### config.mk
export PLATFORM = sky130hd
export DESIGN_NAME = serial_add_sub
export DESIGN_NICKNAME = d
export VERILOG_FILES = /design/src/rtl/serial_add_sub.sv
export SDC_FILE = /design/constraint.sdc
export NUM_CORES = 1
export LEC_CHECK = 0
export ABC_AREA = 1
export ABC_CLOCK_PERIOD_IN_PS = 1860
export CAP_MARGIN = 20
export CORE_UTILIZATION = 60
export DETAILED_ROUTE_END_ITERATION = 12
export DONT_BUFFER_PORTS = 1
export GPL_TIMING_DRIVEN = 0
export MAX_ROUTING_LAYER = met4
export PLACE_DENSITY_LB_ADDON = 0.15
export SLEW_MARGIN = 25
export SYNTH_ARGS = -nofsm -noshare
export SYNTH_HDL_FRONTEND = slang
export SYNTH_SLANG_ARGS = --single-unit
### constraint.sdc
create_clock -name clk -period 1.86 [get_ports clk]
set_clock_uncertainty 0.2 [all_clocks]
set_input_delay 0.279 -clock clk [delete_from_list [all_inputs] [get_ports clk]]
set_output_delay 0.279 -clock clk [all_outputs]
set_load 0.02 [all_outputs]
### src/rtl/serial_add_sub.sv
// serial_add_sub
//   Bit-serial two's-complement adder/subtractor built around one full-adder
//   cell and a one-bit carry register. Operands are consumed LSB first, one bit
//   per clock. A W-bit operation takes W+1 clock edges from the start edge to
//   the done pulse.
//
// Ports
//   clk       rising-edge clock
//   rst_n     asynchronous active-low reset
//   start     request, sampled only while idle
//   sub       0 = a+b, 1 = a-b, sampled with start
//   a, b      W-bit operands, sampled with start
//   busy      high while operand bits are being processed
//   done      single-cycle completion pulse
//   result    registered sum/difference, held until the next done
//   cout      carry out of the MSB (for subtraction, 1 = no borrow)
//   overflow  signed overflow (carry into MSB xor carry out of MSB)

module serial_add_sub #(
  parameter int W = 8
) (
  input  logic         clk,
  input  logic         rst_n,
  input  logic         start,
  input  logic         sub,
  input  logic [W-1:0] a,
  input  logic [W-1:0] b,
  output logic         busy,
  output logic         done,
  output logic [W-1:0] result,
  output logic         cout,
  output logic         overflow
);

  localparam int CW = $clog2(W);

  localparam logic [1:0] IDLE  = 2'd0;
  localparam logic [1:0] SHIFT = 2'd1;
  localparam logic [1:0] DONE  = 2'd2;

  localparam logic [CW-1:0] LAST_BIT = CW'(W - 1);

  logic [1:0]    state;
  logic [W-1:0]  sa;
  logic [W-1:0]  sb;
  logic [W-1:0]  acc;
  logic          carry;
  logic [CW-1:0] cnt;
  logic [W-1:0]  result_q;
  logic          cout_q;
  logic          overflow_q;

  logic          bit_sum;
  logic          bit_carry;
  logic [W-1:0]  acc_next;

  // Full-adder cell for the current bit position.
  assign bit_sum   = sa[0] ^ sb[0] ^ carry;
  assign bit_carry = (sa[0] & sb[0]) | (sa[0] & carry) | (sb[0] & carry);
  assign acc_next  = {bit_sum, acc[W-1:1]};

  // Subtraction is a + ~b + 1. The +1 comes from preloading the carry with 1.
  // On the MSB edge, the carry register still holds the carry into the MSB.
  // That lets the overflow flag be formed from it and the new carry, with no
  // separate cin_msb register. The result is loaded from acc_next so that it
  // is already visible during the DONE cycle.
  always_ff @(posedge clk or negedge rst_n) begin
    if (!rst_n) begin
      state      <= IDLE;
      sa         <= '0;
      sb         <= '0;
      acc        <= '0;
      carry      <= 1'b0;
      cnt        <= '0;
      result_q   <= '0;
      cout_q     <= 1'b0;
      overflow_q <= 1'b0;
    end else begin
      case (state)
        IDLE: begin
          if (start) begin
            sa    <= a;
            sb    <= sub ? ~b : b;
            acc   <= '0;
            carry <= sub;
            cnt   <= '0;
            state <= SHIFT;
          end
        end
        SHIFT: begin
          sa    <= sa >> 1;
          sb    <= sb >> 1;
          acc   <= acc_next;
          carry <= bit_carry;
          cnt   <= cnt + 1'b1;
          if (cnt == LAST_BIT) begin
            result_q   <= acc_next;
            cout_q     <= bit_carry;
            overflow_q <= carry ^ bit_carry;
            state      <= DONE;
          end
        end
        DONE: begin
          state <= IDLE;
        end
        default: begin
          state <= IDLE;
        end
      endcase
    end
  end

  assign busy     = (state == SHIFT);
  assign done     = (state == DONE);
  assign result   = result_q;
  assign cout     = cout_q;
  assign overflow = overflow_q;

endmodule

# Word-level counts from Yosys, hierarchy flattened
# Cells that the tools add are included.
# W data, S select, Z words.
# totals
reg_bits	40
in_bits	20
output_inout_bits	12
elab_cells	43
# classes
add_sub_neg	1
n_eq_ne	5
n_mux	14
n_bitwise	9
reduce_logical	5
# ops
op	count
$pmux W8 S2	3
$mux W8	4
$not A8 Y8	1
$pmux W3 S2	1
$reduce_and A2 Y1	3
$mux W2	2
$pmux W2 S2	1
$add A3 B1 Y3 const B	1
$and A1 B1 Y1	3
$eq A3 B3 Y1 const B	1
$mux W3	1
$xor A1 B1 Y1	3
$eq A2 B1 Y1 const B	1
$eq A2 B2 Y1 const B	1
$logic_not A2 Y1	1
$ne A2 B1 Y1 const B	1
$ne A2 B2 Y1 const B	1
$or A1 B1 Y1	2
$pmux W1 S2	1
$reduce_bool A2 Y1	1
$mux W1	1

# Logic depth before layout (Yosys ltp)
# depth
ltp_word	4
depth_mapped	7
mapped_depth_nobuf	6

# Worst setup path before layout
# Ideal clock, no wire load.
# synth_path
path_kind	reg-to-reg
start	register sa[0]
end	register overflow_q (netlist: overflow)
setup_time_ps	117
arrival_time_ps	1098
t_required_ps	1543
setup_slack_ps	445
path_stages_with_launch	5
n_path_buf	0
path_cell_list	dfrtp_1 > fa_1 > xor2_1 > nand2_1 > nand2_1
# synth_via
elab_chain_len	4
elab_cells_between_ends	5
cone_classes	5 x bitwise
# synth_lines
element	line_no	text
from (decl)	44	logic [W-1:0] sa;
from (signal assigned)	91	sa <= sa >> 1;
$and A1 B1 Y1	59	assign bit_carry = (sa[0] & sb[0]) | (sa[0] & carry) | (sb[0] & carry);
$or A1 B1 Y1 * (2 in a row)	59	
named net bit_carry	54	logic bit_carry;
$xor A1 B1 Y1 *	99	overflow_q <= carry ^ bit_carry;
to (signal assigned)	99	
to (decl)	51	logic overflow_q;
# The timed path passes the listed nets; every way through them passes the cells marked *.
# A chain may end at the register's enable or synchronous reset.

# Final worst setup path
# layout_path
start	register state[1]
end	output done
# layout_via
elab_chain_len	1
# layout_lines
element	line_no	text
from (decl)	43	logic [1:0] state;
from (signal assigned)	69	state <= IDLE;
from (signal assigned)	87	state <= SHIFT;
from (signal assigned)	100	state <= DONE;
$eq A2 B2 Y1	114	assign done = (state == DONE);
to (decl)	29	output logic done,
# Every way passes these cells.

==> impl_metrics.env <==
export IMPL_status="finished with violations"
export IMPL_violations="design-rule violations"
export IMPL_yosysMostFrequentCell="nand2_1"
export IMPL_place_gp_congestion=0.846
export IMPL_period_share=0.927
export IMPL_numCtsBuffers=5
export IMPL_worst_pin_slew_ns=0.574
export IMPL_synth_top_cell_by_area="dfrtp_1"
export IMPL_dpl_cell_area_um2=1890
export IMPL_numClockSinks=39
export IMPL_yosysWarnings=0
export IMPL_via_per_inst=5.55
export IMPL_cellPowerDensity_nw_per_um2=1470
export IMPL_rsz0062_at_grt="no"
export IMPL_grt_usage=0.258
export IMPL_synthTopCellsByArea="dfrtp_1 (53%), nand2_1 (14%), nand3_1 (14%), o21ai_2 (3.3%), inv_1 (3.0%)"
export IMPL_place_hpwl_um=2440
export IMPL_async_reset_ff_frac=1.00
export IMPL_synth_xor_area_frac=0.00949
export IMPL_overflow=0
export IMPL_setup_viol=0
export IMPL_drt_pass1_iter_count=8
export IMPL_p_total_mw=3.14
export IMPL_cts_root_buf="clkbuf_4"
export IMPL_rr_worst_depth=8
export IMPL_synthAdderAreaFrac=0.0244
export IMPL_utilization=0.754
export IMPL_pin_count=32
export IMPL_synth_seq_cells=39
export IMPL_cts_buffer_depth=2
export IMPL_cts_resized_gates=0
export IMPL_area_growth_pct=15.5
export IMPL_drc=2
export IMPL_ir_worst_vdd_uv=877
export IMPL_maxCapViolCount=0
export IMPL_vias=1509
export IMPL_fin_hold_ws_ns=0.0183
export IMPL_grt_max_degree=40
export IMPL_required_ns=1.38
export IMPL_synthTopCellsByCount="nand2_1 (69), nand3_1 (50), dfrtp_1 (39)"
export IMPL_synthFlopType="dfrtp_1"
export IMPL_cts_tree="yes"
export IMPL_antennaDiodeCount=0
export IMPL_synth_mux_area_frac=0
export IMPL_syn_inst=214
export IMPL_p_leak_nw=1.11
export IMPL_die_height_um=57.5
export IMPL_fin_area_um2=2130
export IMPL_synth_edff_count=0
export IMPL_fp_dieArea_um2=3300
export IMPL_clock_latency_ns=0.34
export IMPL_period_needed_ns=1.73
export IMPL_antenna_found_initial=0
export IMPL_whs_path_depth=5
export IMPL_htree_levels=2
export IMPL_rows=19
export IMPL_synth_top_family_by_area="simple AND/OR/NAND/NOR gates"
export IMPL_port_buffers=0
export IMPL_ant_nets=0
export IMPL_wire_per_inst_um=13.9
export IMPL_hp_class="input pin to flip-flop"
export IMPL_synth_distinct_cells=18
export IMPL_core_area_um2=2830
export IMPL_dieWidth_um=57.5
export IMPL_seq_area_frac_synth=0.528
export IMPL_worstSetupStartpointType="flip-flop"
export IMPL_nets=263
export IMPL_grt_pass1_wl_um=6180
export IMPL_routed_wl_um=3790
export IMPL_arrival_ns=1.25
export IMPL_fmax_mhz=580
export IMPL_netlist_area_um2=1850
export IMPL_fill_cells=220
export IMPL_synth_compound_area_frac=0.0589
export IMPL_start_util=0.653
export IMPL_grt_pass1_vias=1425
export IMPL_relSlewSlack=0.616
export IMPL_first_iter_violations=58
export IMPL_fin_setup_tns_ns=0
export IMPL_clk_pin_slew_ns=0.11
export IMPL_drive_gt1_frac=0.133
export IMPL_syn_avg_cell_area_um2=8.63
export IMPL_timing_worst_setup_path_type="flip-flop to output pin"
export IMPL_endpoint_kind="output pin"
export IMPL_maxSlewViolCount=0
export IMPL_synth_top_area_frac=0.528
export IMPL_synth_simple_area_share=0.304
export IMPL_path_max_fanout=4
export IMPL_hold_viol_final=0
export IMPL_syn_num_nets=237
area by class of cell:
type / instances / area (um^2) / share of cell area
flip-flops and latches: 39 / 976 / 0.457
multi-input cells: 147 / 732 / 0.343
repair buffers: 19 / 198 / 0.0927
plain buffers: 11 / 75.1 / 0.0352
inverters: 17 / 63.8 / 0.0299
clock buffers: 7 / 45.0 / 0.0211
well taps: 31 / 38.8 / 0.0182
clock inverters: 1 / 5.00 / 0.00235
worst max-delay path: stages, from the launching register on:
cell,delay [ns]
dfrtp_1,0.48
inv_2,0.08
nor2_1,0.35
final timing paths:
| path | slack [ns] | end | start |
|---|---|---|---|
| setup / recovery | 0.13 | done | state[1] |
| hold / removal | 0.02 | sb[6] | b[6] |
| setup reg to reg | 0.31 | cout | state[0] |
| hold reg to reg | 0.31 | sb[1] | sb[2] |
| max in group asynchronous | 1.09 | sb[6] | rst_n |
| min in group asynchronous | 0.18 | result[0] | rst_n |
cells by family (layout without fill, tap and decap cells):
family | after synthesis | in the layout
compound gates | 16 | 16
simple gates | 126 | 126
buf+inv | 28 | 55
flops | 39 | 39
fa+ha+maj | 3 | 3
xor+xnor | 2 | 2
flip-flops by register name, indices dropped and copies added, names as in the netlist:
signal	count
sb	8
sa	8
result	8
acc	7
cnt	3
cout	1
carry	1
overflow	1
state	2
what timing repair did:
action | in CTS | in global routing
hold buffers | 18 | 0
buffers inserted | 1 | 0
endpoints found under the setup margin | 1 | 0
hold endpoints to repair | 55 | 0
per-layer routing:
layer  vias up  global-route usage  share of wire
met1       718               0.304           0.44
li1        741                   -              -
met3         7              0.0794          0.057
met5         -                   -              0
met4         0              0.0767          0.013
met2        43               0.424           0.49
placed cells by master, fill, tap and decap left out, drive strengths merged:
cell | Yosys | layout
nor2 | 5 | 5
fa | 1 | 1
clkinv | 0 | 1
nand3 | 50 | 50
dfrtp | 39 | 39
a21boi | 1 | 1
ha | 2 | 2
o21ai | 15 | 15
buf | 11 | 13
xor2 | 2 | 2
nand2 | 71 | 71
clkbuf | 0 | 7
inv | 17 | 17
dlygate4sd3 | 0 | 17
stage by stage:
| step | cells | setup WS [ns] |
|---|---|---|
| after floorplan | 214 | 0.445 |
| after global placement | 245 | 0.374 |
| after detailed placement | 245 | 0.356 |
| after CTS | 272 | 0.129 |
| after global routing | 272 | 0.0612 |
| final | 272 | 0.135 |
report_power, final:
group / switching [mW] / total [mW] / internal [mW]
clock network: 0.270 / 0.417 / 0.148
registers: 0.322 / 1.51 / 1.19
logic: 0.771 / 1.22 / 0.449
total: 1.36 / 3.14 / 1.78
(Power assumes the default switching activity.)
